--- src/rtl/pooling_stream_scheduler.sv ---
// pooling_stream_scheduler: sequential nxn average pooling over a raster-order pixel stream.
// Define AVG_POOL_ROUND_EN for round-half-up (saturating) averages; default is truncating.
module pooling_stream_scheduler #(
   parameter int resolution                = 8,
   parameter int n                         = 2,
   parameter int input_matrix_side_length  = 28,
   parameter int output_matrix_side_length = input_matrix_side_length >> $clog2(n)
) (
   input  logic                                             clk,
   input  logic                                             reset,
   input  logic                                             start,
   output logic                                             busy,
   output logic                                             done,
   input  logic                                             in_valid,
   output logic                                             in_ready,
   input  logic [resolution-1:0]                            in_pixel,
   output logic                                             out_valid,
   input  logic                                             out_ready,
   output logic [resolution-1:0]                            out_pixel,
   output logic [$clog2(output_matrix_side_length**2)-1:0]  out_index
);
   localparam int LOGN  = $clog2(n);
   localparam int SH    = 2 * LOGN;
   localparam int ACC_W = resolution + SH;
   localparam int CW    = $clog2(input_matrix_side_length);
   localparam int PW    = (output_matrix_side_length > 1) ? $clog2(output_matrix_side_length) : 1;
   localparam int IW    = $clog2(output_matrix_side_length**2);
   localparam logic [CW-1:0] LAST = CW'(input_matrix_side_length - 1);

   localparam logic [1:0] S_IDLE  = 2'd0;
   localparam logic [1:0] S_RUN   = 2'd1;
   localparam logic [1:0] S_FLUSH = 2'd2;
   localparam logic [1:0] S_DONE  = 2'd3;

   logic [1:0]            state_q, state_d;
   logic [CW-1:0]         row_q, row_d, col_q, col_d;
   logic [ACC_W-1:0]      acc_q [output_matrix_side_length];
   logic [ACC_W-1:0]      acc_d;
   logic                  out_valid_q, out_valid_d;
   logic [resolution-1:0] out_pixel_q, out_pixel_d;
   logic [IW-1:0]         out_index_q, out_index_d;

   logic                  in_fire, out_fire, first_px, pool_done, last_beat;
   logic [PW-1:0]         pool;
   logic [ACC_W-1:0]      sum;
   logic [resolution-1:0] avg;

   assign pool      = PW'(col_q >> LOGN);
   assign first_px  = (row_q[LOGN-1:0] == '0) & (col_q[LOGN-1:0] == '0);
   assign pool_done = (&row_q[LOGN-1:0]) & (&col_q[LOGN-1:0]);
   assign last_beat = (row_q == LAST) & (col_q == LAST);
   assign sum       = acc_q[pool] + ACC_W'(in_pixel);
   assign acc_d     = first_px ? ACC_W'(in_pixel) : sum;

`ifdef AVG_POOL_ROUND_EN
   localparam logic [ACC_W:0] BIAS = (ACC_W + 1)'(2 ** (SH - 1));
   logic [ACC_W:0]        rsum;
   logic [resolution:0]   rq;
   assign rsum = {1'b0, sum} + BIAS;
   assign rq   = rsum[ACC_W:SH];
   assign avg  = rq[resolution] ? '1 : rq[resolution-1:0];
`else
   assign avg  = sum[ACC_W-1:SH];
`endif

   assign in_ready  = (state_q == S_RUN) & (!out_valid_q | out_ready);
   assign in_fire   = in_valid & in_ready;
   assign out_fire  = out_valid_q & out_ready;
   assign busy      = (state_q == S_RUN) | (state_q == S_FLUSH);
   assign done      = (state_q == S_DONE);
   assign out_valid = out_valid_q;
   assign out_pixel = out_pixel_q;
   assign out_index = out_index_q;

   always_comb begin
      state_d     = state_q;
      row_d       = row_q;
      col_d       = col_q;
      out_valid_d = out_valid_q;
      out_pixel_d = out_pixel_q;
      out_index_d = out_index_q;

      case (state_q)
         S_IDLE:  if (start) state_d = S_RUN;
         S_RUN:   if (in_fire && last_beat) state_d = S_FLUSH;
         S_FLUSH: if (out_fire) state_d = S_DONE;
         S_DONE:  state_d = S_IDLE;
         default: state_d = S_IDLE;
      endcase

      if (in_fire) begin
         if (col_q == LAST) begin
            col_d = '0;
            row_d = (row_q == LAST) ? '0 : row_q + CW'(1);
         end else begin
            col_d = col_q + CW'(1);
         end
      end

      // A completing beat may be accepted in the same cycle the previous result drains.
      if (out_fire) out_valid_d = 1'b0;
      if (in_fire && pool_done) begin
         out_valid_d = 1'b1;
         out_pixel_d = avg;
         out_index_d = IW'(row_q >> LOGN) * IW'(output_matrix_side_length) + IW'(pool);
      end
   end

   always_ff @(posedge clk or negedge reset) begin
      if (!reset) begin
         state_q     <= S_IDLE;
         row_q       <= '0;
         col_q       <= '0;
         acc_q       <= '{default: '0};
         out_valid_q <= 1'b0;
         out_pixel_q <= '0;
         out_index_q <= '0;
      end else begin
         state_q     <= state_d;
         row_q       <= row_d;
         col_q       <= col_d;
         out_valid_q <= out_valid_d;
         out_pixel_q <= out_pixel_d;
         out_index_q <= out_index_d;
         if (in_fire) acc_q[pool] <= acc_d;
      end
   end

endmodule

--- config.mk ---
export PLATFORM = sky130hd
export DESIGN_NAME = pooling_stream_scheduler
export DESIGN_NICKNAME = d
export VERILOG_FILES = /design/src/rtl/pooling_stream_scheduler.sv
export SDC_FILE = /design/constraint.sdc
export NUM_CORES = 1
export LEC_CHECK = 0
export BUFFER_PORTS_ARGS = -buffer_cell sky130_fd_sc_hd__buf_4
export CORE_MARGIN = 2
export CORE_UTILIZATION = 59
export CTS_CLUSTER_SIZE = 16
export DETAILED_ROUTE_END_ITERATION = 10
export PLACE_DENSITY = 0.77
export REMOVE_ABC_BUFFERS = 1
export SYNTH_ARGS = -nofsm -noshare
export SYNTH_HDL_FRONTEND = slang
export SYNTH_SLANG_ARGS = --single-unit
export TNS_END_PERCENT = 5
--- constraint.sdc ---
create_clock -name clk -period 7.65 [get_ports clk]
set_clock_uncertainty 0.1 [all_clocks]
set_input_delay 2.295 -clock clk [delete_from_list [all_inputs] [get_ports clk]]
set_output_delay 2.295 -clock clk [all_outputs]
set_load 0.02 [all_outputs]
==> reports/qor.yml <==
reg2regPathDepth: 12
postCtsSetupRepairBufs: 0
worstSetupEndpointType: "flop"
worstSetupStartpointType: "flop"
rr_endpoint: "out_pixel[6]"
synth_edf_count: 0
cts_max_path_buffers: 2
fmax_mhz: 184.7
drive_gt1_share_pct: 16.05
ys_seq_elements: 169
synth_cells: 798
ir_drop_mv: 0.2473
grt_pass1_vias: 6304
async_flop_share_pct: 100.0
maxSlewHeadroom_pct: 16.44
cts_tree: "yes"
min_period_ns: 5.414
rr_startpoint: "col_q[1]"
hold_depth: 2
dpl_cell_area_um2: 8608
routed_wirelength_um: 18990
ant_nets: 0
hold_path_startpoint: "acc_q[112]"
final_common_cell: "nand2_1"
yosysSeqAreaShare_pct: 50.73
synth_cell_type_count: 50
fin_nets: 841
cts_buffers: 17
antenna_cells: 0
drc: 0
io_buffer_count: 32
ctsHoldBuffers: 0
worstSetupPathType: "reg -> reg"
dr.pass1.iters: 6
hold_path_end: "acc_q[112]"
p_per_area_nw_per_um2: 332.1
arrival_ns: 5.57
grt_overflow: 0
io_pins: 33
yosysWarnings: 0
tightest_slew_ns: 1.244
die_h_um: 122.9
grt_pass1_wl_um: 31580
clkTransAtPathRegs_ns: 0.07
drtIter0Drc: 636
nFillCells: 1007
core-area_um2: 13830
cts.htree.levels: 4
place_congestion: 0.8746
final_area_um2: 9201
slew_viol_final: 0
mostFrequentLayoutCells: "nand2_1, dfrtp_1, o21ai_0"
dieWidth_um: 122.9
cts_num_sinks: 169
drv_cap: 0
grt_max_degree: 107
hpwl_um: 12350
clk_latency_ns: 0.43
p_leak_nw: 4.102
required_ns: 7.80
grt_setup_unrepaired: "no"
synth.avg_cell_area_um2: 10.45
start_util_pct: 60.29
antenna_found_initial: 0
syn_to_final_growth_pct: 10.37
vias: 6119
hp-class: "reg -> reg"
status: "finished, final reports clean"
synth_area_um2: 8337
track_usage_pct: 27.55
cts_resized: 0
design.die.area_um2: 15100
hold_viol_final: 0
avgViaCountPerCell: 6.181
crit_path_max_fanout: 29
total_power_mw: 3.056
synth_ff_type: "dfrtp_1"
setup_viol_count_final: 0
min_period_over_period_pct: 70.77
clockRootBuffer: "clkbuf_16"
r2r_slack_ns: 2.24
avgRoutedWirePerCell_um: 19.18
finalSetupTns_ns: 0
rows: 43
-- cell usage after synthesis (2+ instances only) --
library cell,n,share of area (%)
xnor2_1,11,1.2
clkbuf_1,44,2.0
o31ai_4,3,0.77
buf_6,2,0.27
o31ai_2,6,0.90
nand2b_1,2,0.15
nand2_1,181,8.1
a21oi_1,34,2.0
nand3b_1,2,0.18
nor3_1,5,0.30
nand4_1,5,0.38
fa_1,6,1.4
inv_1,13,0.59
mux2i_1,16,1.9
o21ai_0,129,7.7
o31ai_1,19,1.7
a21o_1,6,0.54
nand3_1,15,0.90
mux4_2,30,8.1
xor2_1,3,0.32
o21a_1,2,0.18
ha_1,25,3.8
nor2b_1,3,0.23
nor2_1,22,0.99
buf_1,6,0.27
dfrtp_1,169,51
mux2_2,11,1.5
buf_2,6,0.36
-- registers in the layout (all words and copies together) (netlist names) --
name       cells
acc_q        140
out_index      8
out_pixel      8
row_q          5
state_q        2
col_q          5
out_valid      1
-- layout make-up --
type	instances	area, um2	area share [%]
flip-flops and latches	169	4232	45.99
multi-input cells	556	3799	41.28
clock buffers	18	429.2	4.664
repair buffers	40	304.0	3.304
well taps	180	225.2	2.448
clock inverters	14	163.9	1.781
inverters	13	48.80	0.5303
-- cells by family (layout without fill, tap and decap cells) --
kind of cell               after synthesis  after routing  synth area share [%]
and+or+nand+nor                        241            241                 11.77
buffers and inverters                   73             85                 3.737
AOI/OAI and AO/OA                      212            212                 15.40
adders and majority gates               31             31                 5.193
DFF                                    169            169                 50.73
muxes                                   57             57                 11.51
xor gates and xnor gates                15             15                 1.666
-- worst max-delay path by stage --
stage,startpoint,to,slack [ns],depth (start not counted)
after floorplan,col_q[1],out_pixel[6],2.42,13
after global placement,out_ready,in_ready,2.37,4
after detailed placement,in_pixel[0],out_pixel[6],2.32,9
after CTS,col_q[1],out_pixel[6],2.31,12
after global routing,col_q[1],out_pixel[6],1.72,12
final,col_q[1],out_pixel[6],2.24,12
-- stage by stage --
step,utilization (%),cells,hold WS [ns],setup WS [ns]
final,66.55,990,0.3737,2.236
after global routing,66.55,990,0.4036,1.718
after CTS,66.55,990,0.3801,2.305
after detailed placement,62.26,958,0.3649,2.321
after global placement,62.26,958,0.3538,2.368
after floorplan,-,738,0.3429,2.423
-- worst max-delay path: stages (launching register included) --
cell and delay, ns:
dfrtp_2 0.99, buf_4 0.50, mux4_2 0.55, a21oi_1 0.14, o21ai_0 0.09, ha_1 0.24, fa_1 0.42, a21oi_1 0.22
o21ai_0 0.14, a2111oi_0 0.48, nor3_1 0.14, xnor2_1 0.98, o21ai_0 0.23
-- layer usage --
| layer | global-route usage, % | share of wire [%] |
|---|---|---|
| met1 | 35.70 | 41 |
| met2 | 46.48 | 52 |
| met4 | 10.56 | 2.4 |
| met5 | 0 | 0 |
| met3 | 4.833 | 5.3 |
-- power breakdown --
group	total (mW)	switching (mW)	internal (mW)	leakage (nW)
registers	1.16	0.137	1.02	2.31
logic	1.04	0.645	0.390	1.51
clock network	0.860	0.371	0.489	0.280
Power figures use the tool's default switching activity.
